$ cat src/rtl/spi_mem_pkg.sv
// Shared constants and state encoding for the
// SPI memory responder.
package spi_mem_pkg;

    localparam logic [7:0] CMD_READ  = 8'h03;
    localparam logic [7:0] CMD_WRITE = 8'h02;

    localparam int ADDR_PHASE_BITS = 24;

    typedef enum logic [2:0] {
        ST_IDLE,
        ST_CMD,
        ST_ADDR,
        ST_READ,
        ST_WRITE,
        ST_IGNORE
    } state_t;

endpackage

$ cat src/rtl/spi_sync_edge.sv
// Two-flop synchronisers for the SPI pins plus
// sclk edge detection in the clk domain.
module spi_sync_edge (
    input  logic clk,
    input  logic sclk,
    input  logic mosi,
    input  logic cs_n,
    output logic mosi_s,
    output logic cs_n_s,
    output logic rise_evt,
    output logic fall_evt
);

    logic [2:0] r_sclk;
    logic [1:0] r_mosi;
    logic [1:0] r_cs_n;

    // Free-running so cs_n is already settled when rst drops.
    always_ff @(posedge clk) begin
        r_sclk <= {r_sclk[1:0], sclk};
        r_mosi <= {r_mosi[0], mosi};
        r_cs_n <= {r_cs_n[0], cs_n};
    end

    assign mosi_s   = r_mosi[1];
    assign cs_n_s   = r_cs_n[1];
    assign rise_evt = r_sclk[1] & ~r_sclk[2];
    assign fall_evt = ~r_sclk[1] & r_sclk[2];

endmodule

$ cat src/rtl/spi_mem_responder.sv
// SPI mode-0 responder emulating a small PSRAM
// with READ/WRITE commands and a host side port.
module spi_mem_responder #(
    parameter int MEM_BYTES = 16,
    parameter int ADDR_BITS = 4
) (
    input  logic                 clk,
    input  logic                 rst,
    input  logic                 sclk,
    input  logic                 mosi,
    input  logic                 cs_n,
    output logic                 miso,
    input  logic [ADDR_BITS-1:0] host_addr,
    output logic [7:0]           host_rdata,
    output logic                 busy,
    output logic                 wr_strobe
);
    import spi_mem_pkg::*;

    localparam logic [4:0] ADDR_LAST =
        5'(ADDR_PHASE_BITS - 1);

    logic w_mosi_s;
    logic w_cs_n_s;
    logic w_rise;
    logic w_fall;

    state_t               r_state;
    logic [2:0]           r_bit_cnt;
    logic [4:0]           r_addr_cnt;
    logic                 r_is_read;
    logic                 r_first;
    logic                 r_armed;
    logic                 r_miso;
    logic                 r_busy;
    logic                 r_wr_strobe;
    logic [7:0]           r_shreg;
    logic [ADDR_BITS-1:0] r_ptr;
    logic [7:0]           r_mem [MEM_BYTES];

    logic [7:0]           w_byte_in;
    logic [ADDR_BITS-1:0] w_ptr_in;

    spi_sync_edge u_sync (
        .clk      (clk),
        .sclk     (sclk),
        .mosi     (mosi),
        .cs_n     (cs_n),
        .mosi_s   (w_mosi_s),
        .cs_n_s   (w_cs_n_s),
        .rise_evt (w_rise),
        .fall_evt (w_fall)
    );

    assign w_byte_in = {r_shreg[6:0], w_mosi_s};
    assign w_ptr_in  = {r_ptr[ADDR_BITS-2:0], w_mosi_s};

    // Protocol FSM, shifters and byte array.
    // r_armed blocks a frame that was already
    // running when rst was released.
    always_ff @(posedge clk) begin
        if (rst) begin
            r_state     <= ST_IDLE;
            r_bit_cnt   <= '0;
            r_addr_cnt  <= '0;
            r_is_read   <= 1'b0;
            r_first     <= 1'b0;
            r_armed     <= 1'b0;
            r_miso      <= 1'b0;
            r_busy      <= 1'b0;
            r_wr_strobe <= 1'b0;
            r_shreg     <= '0;
            r_ptr       <= '0;
            for (int i = 0; i < MEM_BYTES; i++) begin
                r_mem[i] <= '0;
            end
        end else begin
            r_wr_strobe <= 1'b0;
            r_busy      <= ~w_cs_n_s;
            if (w_cs_n_s) begin
                r_state   <= ST_IDLE;
                r_miso    <= 1'b0;
                r_bit_cnt <= '0;
                r_armed   <= 1'b1;
            end else begin
                case (r_state)
                    ST_IDLE: begin
                        r_miso     <= 1'b0;
                        r_bit_cnt  <= '0;
                        r_addr_cnt <= '0;
                        if (r_armed) begin
                            r_state <= ST_CMD;
                        end
                    end
                    ST_CMD: begin
                        if (w_rise) begin
                            r_shreg   <= w_byte_in;
                            r_bit_cnt <= r_bit_cnt + 3'd1;
                            if (r_bit_cnt == 3'd7) begin
                                if (w_byte_in == CMD_READ) begin
                                    r_is_read <= 1'b1;
                                    r_state   <= ST_ADDR;
                                end else if (w_byte_in == CMD_WRITE) begin
                                    r_is_read <= 1'b0;
                                    r_state   <= ST_ADDR;
                                end else begin
                                    r_state <= ST_IGNORE;
                                end
                            end
                        end
                    end
                    ST_ADDR: begin
                        if (w_rise) begin
                            r_ptr      <= w_ptr_in;
                            r_addr_cnt <= r_addr_cnt + 5'd1;
                            if (r_addr_cnt == ADDR_LAST) begin
                                r_addr_cnt <= '0;
                                r_bit_cnt  <= '0;
                                if (r_is_read) begin
                                    r_shreg <= r_mem[w_ptr_in];
                                    r_miso  <= r_mem[w_ptr_in][7];
                                    r_ptr   <= w_ptr_in + 1'b1;
                                    r_first <= 1'b1;
                                    r_state <= ST_READ;
                                end else begin
                                    r_state <= ST_WRITE;
                                end
                            end
                        end
                    end
                    ST_READ: begin
                        // Bit 7 went out early; skip the
                        // fall of the last address bit.
                        if (w_fall) begin
                            if (r_first) begin
                                r_first <= 1'b0;
                            end else if (r_bit_cnt == 3'd7) begin
                                r_shreg   <= r_mem[r_ptr];
                                r_miso    <= r_mem[r_ptr][7];
                                r_ptr     <= r_ptr + 1'b1;
                                r_bit_cnt <= '0;
                            end else begin
                                r_shreg   <= {r_shreg[6:0], 1'b0};
                                r_miso    <= r_shreg[6];
                                r_bit_cnt <= r_bit_cnt + 3'd1;
                            end
                        end
                    end
                    ST_WRITE: begin
                        if (w_rise) begin
                            r_shreg   <= w_byte_in;
                            r_bit_cnt <= r_bit_cnt + 3'd1;
                            if (r_bit_cnt == 3'd7) begin
                                r_mem[r_ptr] <= w_byte_in;
                                r_wr_strobe  <= 1'b1;
                                r_ptr        <= r_ptr + 1'b1;
                            end
                        end
                    end
                    ST_IGNORE: begin
                        r_miso <= 1'b0;
                    end
                    default: begin
                        r_state <= ST_IDLE;
                    end
                endcase
            end
        end
    end

    assign miso       = r_miso;
    assign busy       = r_busy;
    assign wr_strobe  = r_wr_strobe;
    assign host_rdata = r_mem[host_addr];

endmodule

$ cat config.mk
export PLATFORM = sky130hd
export DESIGN_NAME = spi_mem_responder
export DESIGN_NICKNAME = d
export VERILOG_FILES = /design/src/rtl/spi_mem_pkg.sv /design/src/rtl/spi_sync_edge.sv /design/src/rtl/spi_mem_responder.sv
export SDC_FILE = /design/constraint.sdc
export NUM_CORES = 1
export LEC_CHECK = 0
export CORE_ASPECT_RATIO = 1.25
export CORE_UTILIZATION = 40
export DETAILED_ROUTE_END_ITERATION = 8
export GPL_TIMING_DRIVEN = 0
export SLEW_MARGIN = 20
export SYNTH_ARGS = -nofsm -noshare
export SYNTH_HDL_FRONTEND = slang
export SYNTH_SLANG_ARGS = --single-unit
$ cat constraint.sdc
create_clock -name clk -period 2.8 [get_ports clk]
set_input_delay 0.28 -clock clk [delete_from_list [all_inputs] [get_ports clk]]
set_output_delay 0.28 -clock clk [all_outputs]
set_load 0.02 [all_outputs]
==> metrics.txt <==
Final Cycle Share 1.00; row cnt 64; met1 GRT Util 0.365; Critical Path Source Type register; Die X-Extent 144 microns; hold endpoint r_shreg[2]$_SDFFE_PP0P_; first-pass GRT wire length 51000 microns; Worst-path clk slew 80 ps; hold_buf cts 0; top_reg_cell synth edfxtp_1; Synth top cells by count and3_1, edfxtp_1, mux4_2; busiest grt layer met2; Synth async-reset ratio 0; 1st-pass router iterations 6; post-synthesis cell area 10000 sq um; CTS Buf Count 17; DP HPWL 26400 microns; synthesized area per cell 12.5 sq um; reg-to-reg endpoint r_mem[12][6]$_SDFFCE_PN0P_; DRC errors left 0; Rel. slew slack 0.390; Area Growth Syn to Fin 13.0%; top-count cell post-synth and3_1; Hold Crit Depth 2; CTS tree done; placed cell areas 10600 sq um; CTS Buffer Depth 2; CP Class register to output pin; antenna violations before repair 1; Mapped Cells 799; Area contributors post-synth edfxtp_1, mux4_2, and3_1; number of flops mapped to enable cells by yosys 128; largest net degree at the start of global routing 20; Worst Tran Pin Value 909 ps; VDD IR-drop max 400 uV; crit end category output pin; total track usage 0.289; IO Count 20; Vias 7707; #FFs+latches synth 167; Yosys cell types 61; cell taking the most area after synthesis edfxtp_1; Die Y 179 microns; M2 GR Usage 0.459; Post-Syn Nets 816; crit path max fanout 3; max-cap check violation count 0; failing checks setup timing; min Tclk post-route 2810 ps; htree depth 4; nets 856; setup ws final -5.96 ps; die area 25700 sq um; Sink Count 167; number of global-route vias before repair 7520; HP Start rst; RSZ-0062 raised after global routing false; Final Cell Area 11300 sq um; Final Hold Fails 0; fin util 0.462; met3 Track Usage GR 0.0462; routed len/inst 30.2 microns; post-synth top area share 0.384; fin. max-slew vios 0; run status complete, but fails checks; register area share after synthesis 0.462; Cell Pwr Density 512 nW/um^2; Reg-to-Reg Start r_ptr[0]$_SDFFE_PP0N_; Initial Util 0.409; Leak 0.00442 uW; global route total overflow 0; Setup Viol. Count Final 1; Reg2Reg Depth 7; clk_skew 20.3 ps; clk_lat worst skew 450 ps; clk root buf clkbuf_16; n_diodes 0; layout cells sized above 1 0.236; Routed Antenna Nets 0; R2R Setup Slk 50 ps; via count normalized by instance count 6.52; Hold Path Class input pin to register; core area 24500 sq um; Final Wtd Congestion 1.07; maximum clock rate 356 MHz; Worst EP required 2520 ps; critical path arrival 2530 ps; Port Buffers 15; Routed WL 35700 microns; YS warnings 0; drt initial violations 1250
==> how the worst max path moves through the flow <==
stage                                         start                         end  slack [ps]  cells past startpoint
final                     r_mem[2][5]$_SDFFCE_PN0P_               host_rdata[5]          -6                      3
after floorplan                                 rst   r_mem[4][0]$_SDFFCE_PN0P_         540                      7
after global placement        r_ptr[0]$_SDFFE_PP0N_  r_mem[14][0]$_SDFFCE_PN0P_        -650                      7
after detailed placement      r_ptr[0]$_SDFFE_PP0N_  r_mem[14][6]$_SDFFCE_PN0P_        -610                      7
after CTS                 r_mem[7][6]$_SDFFCE_PN0P_               host_rdata[6]           6                      3
after global routing          r_ptr[0]$_SDFFE_PP0N_   r_mem[0][6]$_SDFFCE_PN0P_           1                      7
==> registers in the layout (all words and copies together) (netlist names), named ones only <==
register	flops
busy	1
miso	1
r_addr_cnt	5
r_armed	1
r_bit_cnt	3
r_first	1
r_is_read	1
r_mem	128
r_ptr	4
r_shreg	7
r_state	3
u_sync.r_cs_n	2
u_sync.r_mosi	2
u_sync.r_sclk	3
wr_strobe	1
==> cells by family (layout without fill, tap and decap cells) <==
kind of cell / after synthesis / after routing / share of synthesized area
simple gates: 310 / 310 / 0.179
buf+inv: 95 / 148 / 0.0456
flops: 167 / 167 / 0.462
compound gates: 99 / 99 / 0.0648
mux: 116 / 116 / 0.235
fa+ha+maj: 8 / 8 / 0.00999
xor+xnor: 4 / 4 / 0.00350
==> metal layers <==
metal | share of wire | vias to the layer above | routed length [microns]
met5 | 0 | - | 0
met4 | 0.067 | 0 | 2380
met3 | 0.093 | 121 | 3300
met2 | 0.47 | 538 | 16700
met1 | 0.37 | 3799 | 13300
li1 | - | 3249 | -
==> worst max-delay path: stages (launching register included) <==
cell and delay [ps]:
edfxtp_1 470, mux4_2 520, mux4_2 520, clkdlybuf4s50_1 570
==> final cells by class <==
| class | count | area [sq um] |
|---|---|---|
| Clock buffer | 17 | 425 |
| Clock inverter | 15 | 169 |
| Fill cell | 2284 | 13200 |
| Tap cell | 330 | 413 |
| Multi-Input combinational cell | 537 | 4950 |
| Timing Repair Buffer | 21 | 219 |
| Sequential cell | 167 | 4620 |
| Inverter | 7 | 26.3 |
| Buffer | 88 | 495 |
==> stage by stage <==
stage | TNS [ps] | cells | setup slack (ps) | hold slack (ps) | total power, uW
finish | -5.96 | 1182 | -5.96 | 232 | 5790
global route | 0 | 1182 | 1.41 | 231 | 5900
CTS | 0 | 1176 | 5.77 | 211 | 5770
detailed placement | -53720 | 1144 | -614 | 312 | 3400
global placement | -54360 | 1144 | -651 | 319 | 3390
floorplan | 0 | 799 | 537 | 308 | 3170
==> placed cells by master (no fill, tap or decap), types with 26 or more instances in the layout <==
master and count:
and3_1 132, edfxtp_1 128, mux4_2 95, dfxtp_1 39, nand2_1 34, clkbuf_1 34
nor2_1 34, a21oi_1 27, nor3_1 26
==> power breakdown <==
| group | total [uW] | leakage (uW) | switching, uW | internal, uW |
|---|---|---|---|---|
| sequential | 2820 | 0.00164 | 83.6 | 2730 |
| combinational | 539 | 0.00249 | 308 | 231 |
| clock | 2430 | 0.000292 | 1230 | 1210 |
==> what timing repair did <==
action	4_1_cts	5_1_grt
setup buffers	0	6
setup endpoints to repair	130	159
resized for setup	29	16
endpoints found under the hold margin	0	0
pin swaps	0	2
Power figures use the tool's default switching activity.
